`src/rtl/neuron_argmax.sv`:
```
// Output-layer accumulator and argmax: sums PARTS partial sums per neuron over CLASSES neurons
// and reports each neuron total plus the index/value of the largest one (ties keep the lower index).
module neuron_argmax #(
   parameter int PARTS   = 4,
   parameter int CLASSES = 10
) (
   input  logic        clk,
   input  logic        rst,
   input  logic        start,
   input  logic        in_valid,
   input  logic [19:0] s_in,
   output logic        busy,
   output logic        acc_valid,
   output logic [23:0] acc_out,
   output logic [3:0]  class_idx,
   output logic        done,
   output logic [3:0]  best_idx,
   output logic [23:0] best_val
);

   typedef enum logic [1:0] {IDLE, ACCUM, DONE} state_t;

   localparam logic [3:0] LAST_PART   = 4'(PARTS - 1);
   localparam logic [3:0] LAST_NEURON = 4'(CLASSES - 1);

   state_t      state, state_next;
   logic [3:0]  part_cnt;
   logic [3:0]  neuron_cnt;
   logic [23:0] acc;
   logic [23:0] total;
   logic        part_end;
   logic        last_neuron;
   logic        take_best;
   logic        busy_d;
   logic        done_d;

   always_comb begin
      total       = acc + {4'd0, s_in};
      part_end    = (state == ACCUM) && in_valid && (part_cnt == LAST_PART);
      last_neuron = (neuron_cnt == LAST_NEURON);
      // Neuron 0 always seeds the running best, so an all-zero result still reports index 0.
      take_best   = (total > best_val) || (neuron_cnt == 4'd0);
   end

   // NOTE: sequential state uses non-blocking assignments so every flop samples pre-edge values.
   always_ff @(posedge clk) begin
      if (rst) state <= IDLE;
      else     state <= state_next;
   end

   // NOTE: the default assignment at the top of each always_comb prevents latch inference.
   always_comb begin
      state_next = state;
      unique case (state)
         IDLE:    if (start) state_next = ACCUM;
         ACCUM:   if (part_end && last_neuron) state_next = DONE;
         DONE:    state_next = IDLE;
         default: state_next = IDLE;
      endcase
   end

   // Registered status flags are loaded from the next-state decode so they line up with the state.
   always_comb begin
      busy_d = (state_next != IDLE);
      done_d = (state_next == DONE);
   end

   always_ff @(posedge clk) begin
      if (rst) begin
         part_cnt   <= '0;
         neuron_cnt <= '0;
         acc        <= '0;
         busy       <= 1'b0;
         acc_valid  <= 1'b0;
         acc_out    <= '0;
         class_idx  <= '0;
         done       <= 1'b0;
         best_idx   <= '0;
         best_val   <= '0;
      end else begin
         busy      <= busy_d;
         done      <= done_d;
         acc_valid <= 1'b0;
         unique case (state)
            IDLE: begin
               if (start) begin
                  part_cnt   <= '0;
                  neuron_cnt <= '0;
                  acc        <= '0;
                  best_idx   <= '0;
                  best_val   <= '0;
               end
            end
            ACCUM: begin
               if (in_valid) begin
                  if (part_end) begin
                     acc_out    <= total;
                     class_idx  <= neuron_cnt;
                     acc_valid  <= 1'b1;
                     acc        <= '0;
                     part_cnt   <= '0;
                     neuron_cnt <= last_neuron ? 4'd0 : neuron_cnt + 4'd1;
                     if (take_best) begin
                        best_val <= total;
                        best_idx <= neuron_cnt;
                     end
                  end else begin
                     acc      <= total;
                     part_cnt <= part_cnt + 4'd1;
                  end
               end
            end
            default: ;
         endcase
      end
   end

endmodule

```
`config.mk`:
```
export PLATFORM = sky130hd
export DESIGN_NAME = neuron_argmax
export DESIGN_NICKNAME = d
export VERILOG_FILES = /design/src/rtl/neuron_argmax.sv
export SDC_FILE = /design/constraint.sdc
export NUM_CORES = 1
export LEC_CHECK = 0
export CAP_MARGIN = 20
export CORE_MARGIN = 4
export CORE_UTILIZATION = 54
export CTS_CLUSTER_SIZE = 10
export DETAILED_ROUTE_END_ITERATION = 10
export GPL_ROUTABILITY_DRIVEN = 0
export PLACE_DENSITY = 0.79
export SETUP_SLACK_MARGIN = 0.1
export SYNTH_ARGS = -nofsm -noshare
export SYNTH_HDL_FRONTEND = slang
export SYNTH_SLANG_ARGS = --single-unit
```
`constraint.sdc`:
```
create_clock -name clk -period 4.9 [get_ports clk]
set_clock_uncertainty 0.05 [all_clocks]
set_input_delay 0.49 -clock clk [delete_from_list [all_inputs] [get_ports clk]]
set_output_delay 0.49 -clock clk [all_outputs]
set_load 0.01 [all_outputs]
```
==> flow_summary.yaml, run 1 <==
sta:
  setup_viol: 0
  period_share_pct: 93.10
  whs_ns: 0.4153
  hold_viol_final: 0
  fin_crit_ns: 4.562
  finalMaxSlewViolations: 0
  tightestPinTransition_ns: 1.023
  tns_ns: 0
  timing.fmax_ghz: 0.2192
  slew_headroom_pct: 31.83
  rsz0062_at_grt: "false"
layout:
  fin_area_sq_mm: 0.006545
  drive_gt1_share_pct: 8.322
  nets: 801
  antenna_cells: 0
  area_growth_pct: 24.05
  final_common_cell: "dfxtp_1"
  fin_cells: 862
  final_cell_mix: "93 x dfxtp_1, 81 x clkdlybuf4s50_1, 71 x a21oi_1"
  fill_cells: 798
synthesis:
  syn_nets: 714
  async_flop_share_pct: 0
  syn-mean-instance-area_sq_um: 8.231
  ys_seq_area_share_pct: 35.29
  synth_ff_type: "dfxtp_1"
  yosysUniqueCellTypes: 63
  synthesis.area_sq_mm: 0.005276
  yosysWarnings: 0
  synth_edf_count: 0
  ys_ff_latch: 93
  syn_inst: 641
clock_network:
  h-tree-depth: 3
  postCtsResizedCells: 0
  cts_inserted_buffers: 9
  cts_tree: "yes"
  cts_sinks: 93
  root_buffer: "clkbuf_8"
  insertion_delay_ns: 0.37
  clk_pin_slew_ns: 0.10
  clockBufferDepth: 2
  cts_setup_buffers: 0
  cts_hold_buf: 0
worst_setup_path:
  cp.arrival_ns: 4.78
  worstSetupPathType: "primary input to register"
  worst_setup_path_end_kind: "register"
  cp_max_fo: 11
  cp.required_ns: 5.12
  startpoint_type: "primary input"
run_status:
  status: "finished clean"
global_routing:
  grt_max_degree: 67
  grt_pass1_wl_um: 24730
  gr-total-overflow: 0
  grt_usage_pct: 26.53
  grt_pass1_vias: 5068
  antenna_found_initial: 0
floorplan:
  die-area_sq_mm: 0.01142
  row_count: 35
  io_pins: 83
  core-area_sq_mm: 0.009371
  die_h_um: 106.9
  die_w_um: 106.9
  start_util_pct: 56.30
detailed_routing:
  drc_errors: 0
  vias_per_cell: 6.051
  drtIter0Drc: 275
  postRouteAntennaNets: 0
  wl_per_cell_um: 17.22
  vias: 5216
  routed_wl_um: 14840
  dr.pass1.iters: 5
placement:
  placed_area_sq_mm: 0.006332
  portBuffers: 82
  hpwlAfterDp_um: 10830
  placed_cells: 846
power_and_ir_drop:
  ir_worst_vdd_mv: 0.1468
  power_per_cell_area_mw_per_mm2: 258.7
  p_leak_nw: 2.479
  p_total_mw: 1.693
hold_path:
  hold_class: "register to register"
flow_run:
  cap_violations: 0
metrics by stage:
stage | setup WS (ns) | util [%]
floorplan | 0.7453 | -
global placement | 0.1320 | 67.57
detailed placement | -0.1069 | 67.57
CTS | 0.2736 | 69.68
global route | 0.04075 | 69.84
finish | 0.3379 | 69.84
registers in the layout, summed over array words and instances (netlist names):
signal      cells
state           2
busy            1
class_idx       4
best_val       24
acc_valid       1
part_cnt        4
best_idx        4
acc            24
neuron_cnt      4
done            1
acc_out        24
Yosys cell counts (8+ instances only):
| library cell | instances | share of area [%] |
|---|---|---|
| a21o_1 | 14 | 2.0 |
| a21oi_1 | 71 | 6.7 |
| a22oi_1 | 15 | 2.1 |
| clkbuf_1 | 28 | 2.0 |
| dfxtp_1 | 93 | 35 |
| ha_1 | 48 | 11 |
| inv_1 | 36 | 2.6 |
| nand2_1 | 67 | 4.8 |
| nand3_1 | 28 | 2.7 |
| nand3b_1 | 12 | 1.7 |
| nand4_1 | 9 | 1.1 |
| nor2_1 | 51 | 3.6 |
| nor3_1 | 13 | 1.2 |
| o211ai_1 | 22 | 3.1 |
| o21ai_0 | 13 | 1.2 |
| o32ai_1 | 8 | 1.3 |
| xnor2_1 | 12 | 2.0 |
power breakdown:
part | internal, mW | switching (mW)
Combinational | 0.158 | 0.229
Sequential | 0.775 | 0.0167
Clock | 0.201 | 0.313
worst max-delay path: stages:
cell,delay (ns)
clkdlybuf4s50_1,0.41
ha_1,0.24
fa_1,0.45
a21oi_1,0.23
o2111a_1,0.26
a21boi_0,0.12
o211a_1,0.26
nand4bb_1,0.21
and3_1,0.24
nor2_1,0.12
ha_1,0.25
nand4_1,0.16
nor3_1,0.08
a22oi_1,0.22
o211ai_1,0.17
o211ai_2,0.20
nand2_1,0.31
o32ai_1,0.35
path summary, 6_finish.rpt:
kind	depth (start not counted)	from	to	slack [ns]
max reg2reg	17	acc[0]	best_val[21]	0.58
min	2	acc_out[9]	acc_out[9]	0.42
min reg2reg	2	acc_out[9]	acc_out[9]	0.42
max	18	s_in[0]	best_val[21]	0.34
metal layers:
metal	vias up	routed length, um	GRT usage, %	share of wire [%]
met5	-	0	0	0
met4	0	476	10.23	3.2
met3	40	800	3.432	5.4
met2	196	7188	44.51	48
met1	2469	6379	34.75	43
li1	2511	-	-	-
cell type report:
class / instances / area [sq um] / area share [%]
multi-input combinational: 480 / 3174 / 48.50
sequential: 93 / 1862 / 28.45
timing repair buffer: 108 / 1015 / 15.50
tap: 129 / 161.4 / 2.466
inverter: 36 / 135.1 / 2.065
clock buffer: 9 / 123.9 / 1.893
clock inverter: 7 / 73.82 / 1.128
cell families (layout without fill, tap and decap cells):
| kind of cell | after synthesis | in the layout | synth area share [%] |
|---|---|---|---|
| simple gates | 212 | 212 | 19.28 |
| compound gates | 201 | 201 | 25.75 |
| flops | 93 | 93 | 35.29 |
| buf+inv | 68 | 160 | 4.909 |
| fa+ha+maj | 49 | 49 | 11.76 |
| xor+xnor | 17 | 17 | 2.822 |
| mux | 1 | 1 | 0.1897 |
Note: power is estimated with default switching activity, not from simulation.
==> run 2, diff against run 1 <==
Settings changed: CORE_UTILIZATION 54 to 56, CTS_BUF_LIST set to sky130_fd_sc_hd__clkbuf_2 sky130_fd_sc_hd__clkbuf_4 sky130_fd_sc_hd__clkbuf_8, PLACE_DENSITY 0.79 to 0.82.
==> run 2 against run 1 <==
  * First-iteration DRC count is 54% higher
  * Largest power group unchanged
  * Register-to-register slack barely moved
  * Clock power grew 10%
  * Wire length is 1.3% higher
  * Combinational power increased by 1%
  * Flip-flop and latch count unchanged
  * Sequential power about the same
  * Sequential share of layout area about the same
  * Maximum frequency barely moved
  * Worst setup slack better by 0.0027 ns
  * Power rose by 3.4%
==> flow_summary.yaml, run 2 (synthesis gave the netlist of run 1 again) <==
floorplan:
  die-area_sq_mm: 0.01104
  core-area_sq_mm: 0.009196
  die_h_um: 105.1
  die_w_um: 105.1
  start_util_pct: 57.37
  row_count: 35
  io_pins: 83
clock_network:
  clk_pin_slew_ns: 0.11
  clockBufferDepth: 2
  cts_sinks: 93
  cts_tree: "yes"
  cts_inserted_buffers: 9
  cts_hold_buf: 0
  postCtsResizedCells: 0
  root_buffer: "clkbuf_8"
  insertion_delay_ns: 0.38
  h-tree-depth: 3
  cts_setup_buffers: 0
global_routing:
  grt_max_degree: 72
  gr-total-overflow: 0
  use_met2_pct: 45.55
  grt_usage_pct: 26.98
  grtUsageMet1_pct: 32.99
  grt_pass1_wl_um: 24430
  antenna_found_initial: 0
  grt_busiest_layer: "met2"
  met3_usage_pct: 5.435
  grt_pass1_vias: 5138
worst_setup_path:
  ff2ff_setup_slack_ns: 0.57
  worstSetupPathType: "primary input to register"
  r2r_end: "best_val[2]"
  cp.arrival_ns: 4.82
  r2r_start: "acc[0]"
  worst_setup_path_end_kind: "register"
  startpoint: "s_in[0]"
  reg2reg_depth: 16
  cp_max_fo: 18
  cp.required_ns: 5.16
  startpoint_type: "primary input"
  endpoint: "best_val[2]"
layout:
  area_growth_pct: 23.95
  drive_gt1_share_pct: 8.458
  antenna_cells: 0
  fin_cells: 844
  final_common_cell: "dfxtp_1"
  nets: 801
  largestRegisters: "acc: 24 flops, acc_out: 24 flops, best_val: 24 flops"
  final_cell_mix: "93 x dfxtp_1, 81 x clkdlybuf4s50_1, 71 x a21oi_1"
  fin_util_pct: 71.12
detailed_routing:
  postRouteAntennaNets: 0
  drtIter0Drc: 424
  wl_per_cell_um: 17.81
  drc_errors: 0
  vias: 5320
  dr.pass1.iters: 5
  vias_per_cell: 6.303
  routed_wl_um: 15030
power_and_ir_drop:
  net-switching-power_mw: 0.5678
  p_leak_nw: 2.473
  p_comb_share_pct: 22.3
  seqPwrFrac_pct: 45.2
  power_per_cell_area_mw_per_mm2: 267.8
  internal_power_mw: 1.183
  p_sw_share_pct: 32.42
  ir_worst_vdd_mv: 0.1400
  clkPwrFrac_pct: 32.5
placement:
  portBuffers: 82
  hpwlAfterDp_um: 10740
  pre_cts_ws_ns: -0.1367
  placed_cells: 828
flow_run:
  cap_violations: 0
sta:
  fin_crit_ns: 4.559
  timing.fmax_ghz: 0.2193
  period_share_pct: 93.05
  tightestPinTransition_ns: 1.018
  slew_headroom_pct: 32.14
  finalMaxSlewViolations: 0
  setup_slack_ns: 0.3406
  rsz0062_at_grt: "false"
  hold_viol_final: 0
  setup_viol: 0
  tns_ns: 0
hold_path:
  hold_class: "register to register"
run_status:
  status: "finished clean"
## run 2: changes by cell type in the layout (fill, tap and decap cells not counted)
cell / change
o21bai_2: +1
clkinvlp_4: +1
a2111oi_1: +1
bufinv_16: +1
clkinv_8: -1
a2111oi_0: -1
o21bai_1: -1
inv_6: +1
clkinv_4: -2
## run 2: how the worst min path moves through the flow
stage                startpoint           to  slack, ns  cells after the start
CTS                 acc_out[14]  acc_out[14]       0.41                      2
global route         acc_out[6]   acc_out[6]       0.43                      2
floorplan               acc[19]      acc[19]       0.39                      2
global placement        acc[19]      acc[19]       0.40                      2
detailed placement  acc_out[14]  acc_out[14]       0.40                      2
finish              acc_out[14]  acc_out[14]       0.41                      2
## run 2: area by class of cell
cell class	instances	area, sq um
fill	730	2656
multi-input combinational	480	3179
sequential	93	1862
clock buffer	9	123.9
clock inverter	7	86.33
tap	111	138.9
timing repair buffer	108	1015
inverter	36	135.1
## run 2: critical path, stage by stage
cell and delay [ns]:
clkdlybuf4s50_1 0.41, ha_1 0.24, fa_1 0.44, a21oi_1 0.24, o2111a_1 0.27, a21boi_0 0.12, o211a_1 0.26, or3_1 0.37
and2_1 0.17, ha_1 0.27, nand4_1 0.17, nor4_2 0.38, o31a_1 0.24, o211a_1 0.21, buf_6 0.20, o211ai_1 0.12
a21oi_1 0.21
## run 2: metal layers
metal | vias up | wire [um] | share of wire (%)
li1 | 2509 | - | -
met3 | 56 | 1170 | 7.8
met5 | - | 0 | 0
met1 | 2503 | 6054 | 40
met2 | 252 | 7236 | 48
met4 | 0 | 568 | 3.8
## run 2: stage by stage
step                power [mW]  hold slack [ns]  instance area (sq um)
CTS                      1.737           0.4113                   6520
floorplan                1.045           0.3856                   5276
detailed placement       1.184           0.3978                   6310
global placement         1.174           0.3953                   6310
global route             1.821           0.4330                   6540
finish                   1.751           0.4131                   6540
## run 2: power by group through the flow
stage | Clock (mW) | Sequential [mW] | Combinational, mW
floorplan | 0 | 0.808 | 0.236
global placement | 0 | 0.807 | 0.366
detailed placement | 0 | 0.808 | 0.376
CTS | 0.566 | 0.791 | 0.380
global route | 0.601 | 0.794 | 0.427
finish | 0.569 | 0.792 | 0.391
==> run 3, diff against run 2 <==
Settings changed: PLACE_DENSITY 0.82 to 0.83.
==> run 3 against run 2 <==
  * Cell count shrank 0.24%
  * Critical path depth grew 2
  * Core utilization shrank 0.18 points
  * Worst setup slack lost 0.024 ns
  * Flip-flop and latch count is the same
  * Wire length shrank 1.7%
  * Non-clock buffer count shrank 1
  * Combinational power is essentially flat
  * Cell area shrank 0.25%
  * Critical path type unchanged
  * Critical endpoint is now best_val[16]
  * Largest cell class unchanged
  * Largest power group unchanged
==> flow_summary.yaml, run 3 (synthesis gave the netlist of run 1 again) <==
worst_setup_path:
  cp.required_ns: 5.08
  r2r_start: "acc[0]"
  ff2ff_setup_slack_ns: 0.56
  r2r_end: "best_val[16]"
  endpoint: "best_val[16]"
  worstSetupPathType: "primary input to register"
  reg2reg_depth: 18
  cp.arrival_ns: 4.77
  startpoint_type: "primary input"
  startpoint: "s_in[0]"
  worst_setup_path_end_kind: "register"
  cp_max_fo: 4
sta:
  fin_crit_ns: 4.583
  timing.fmax_ghz: 0.2182
  tightestPinTransition_ns: 1.037
  whs_ns: 0.4080
  period_share_pct: 93.54
  setup_viol: 0
  rsz0062_at_grt: "false"
  hold_viol_final: 0
  slew_headroom_pct: 30.85
  finalMaxSlewViolations: 0
  setup_slack_ns: 0.3166
power_and_ir_drop:
  seqPwrFrac_pct: 46.2
  p_total_mw: 1.712
  p_comb_share_pct: 22.8
  power_per_cell_area_mw_per_mm2: 262.5
  ir_worst_vdd_mv: 0.1626
  net-switching-power_mw: 0.5406
  clkPwrFrac_pct: 31.0
  p_sw_share_pct: 31.57
  p_leak_nw: 2.457
  internal_power_mw: 1.172
layout:
  fin_area_sq_mm: 0.006524
  antenna_cells: 0
  final_common_cell: "dfxtp_1"
  area_growth_pct: 23.64
  nets: 800
  final_cell_mix: "93 x dfxtp_1, 81 x clkdlybuf4s50_1, 71 x a21oi_1"
  drive_gt1_share_pct: 8.482
  largestRegisters: "acc: 24 flops, acc_out: 24 flops, best_val: 24 flops"
  fin_util_pct: 70.94
detailed_routing:
  vias_per_cell: 6.268
  postRouteAntennaNets: 0
  dr.pass1.iters: 5
  drtIter0Drc: 345
  wl_per_cell_um: 17.54
  vias: 5278
  drc_errors: 0
  routed_wl_um: 14770
floorplan:
  start_util_pct: 57.37
  die-area_sq_mm: 0.01104
  die_w_um: 105.1
  die_h_um: 105.1
  core-area_sq_mm: 0.009196
  row_count: 35
  io_pins: 83
global_routing:
  antenna_found_initial: 0
  grt_usage_pct: 26.38
  gr-total-overflow: 0
  grt_pass1_vias: 5076
  grt_max_degree: 71
  grt_pass1_wl_um: 24240
clock_network:
  root_buffer: "clkbuf_8"
  h-tree-depth: 3
  clk_pin_slew_ns: 0.10
  insertion_delay_ns: 0.37
  clockBufferDepth: 2
  cts_inserted_buffers: 9
  cts_tree: "yes"
  cts_sinks: 93
  cts_setup_buffers: 0
placement:
  portBuffers: 82
  pre_cts_ws_ns: -0.1370
  hpwlAfterDp_um: 10540
  placed_area_sq_mm: 0.006302
hold_path:
  hold_class: "register to register"
run_status:
  status: "finished clean"
flow_run:
  cap_violations: 0
==> run 3: cell count changes in the layout (fill, tap and decap cells not counted), sizes merged <==
| cell | before | now |
|---|---|---|
| inv | 41 | 39 |
| clkinvlp | 1 | 2 |
| buf | 27 | 26 |
==> run 3: worst min path at each step <==
stage,from,endpoint,cells past startpoint
after floorplan,acc[19],acc[19],2
final,class_idx[1],class_idx[1],2
after detailed placement,class_idx[1],class_idx[1],2
after CTS,class_idx[1],class_idx[1],2
after global placement,acc_out[15],acc_out[15],2
after global routing,acc_out[0],acc_out[0],2
==> run 3: per-stage QoR <==
stage / setup TNS [ns] / std cells
detailed placement: -1.987 / 827
global route: 0 / 842
CTS: 0 / 842
global placement: 0 / 827
finish: 0 / 842
floorplan: 0 / 641
==> run 3: routing by layer <==
| metal | global-route usage [%] | share of wire (%) | routed length (um) |
|---|---|---|---|
| met5 | 0 | 0 | 0 |
| met4 | 11.81 | 3.3 | 484 |
| met3 | 4.200 | 6.4 | 942 |
| met2 | 45.05 | 49 | 7191 |
| met1 | 32.62 | 42 | 6152 |
==> run 3: area by class of cell <==
type                            count  area (sq um)
Clock buffer                        9         123.9
Tap cell                          111         138.9
Timing Repair Buffer              107          1007
Inverter                           36         135.1
Multi-Input combinational cell    480          3186
Clock inverter                      6         71.32
Fill cell                         743          2673
Sequential cell                    93          1862
==> run 3: what timing repair did <==
item / CTS / global route
resized for setup: 0 / 6
hold buffers: 0 / 0
setup endpoints to repair: 0 / 28
==> run 3: power by group through the flow <==
stage          Clock [mW]  Sequential (mW)  Combinational [mW]
3_5_place_dp            0            0.808               0.375
6_report            0.531            0.792               0.390
3_3_place_gp            0            0.807               0.364
4_1_cts             0.535            0.791               0.380
5_1_grt             0.567            0.794               0.426
2_1_floorplan           0            0.808               0.236
==> run 3: worst max-delay path: stages <==
cell and delay, ns:
clkdlybuf4s50_1 0.41, ha_1 0.25, fa_1 0.45, a21oi_1 0.22
o2111a_1 0.27, a21boi_0 0.13, o211a_1 0.27, nand4bb_1 0.22
and3_1 0.24, nor2_1 0.14, ha_1 0.25, nand4_1 0.18
nor3_2 0.07, a22oi_1 0.19, o211ai_1 0.16, o211a_1 0.30
buf_4 0.16, o2111ai_1 0.27, o31ai_1 0.11
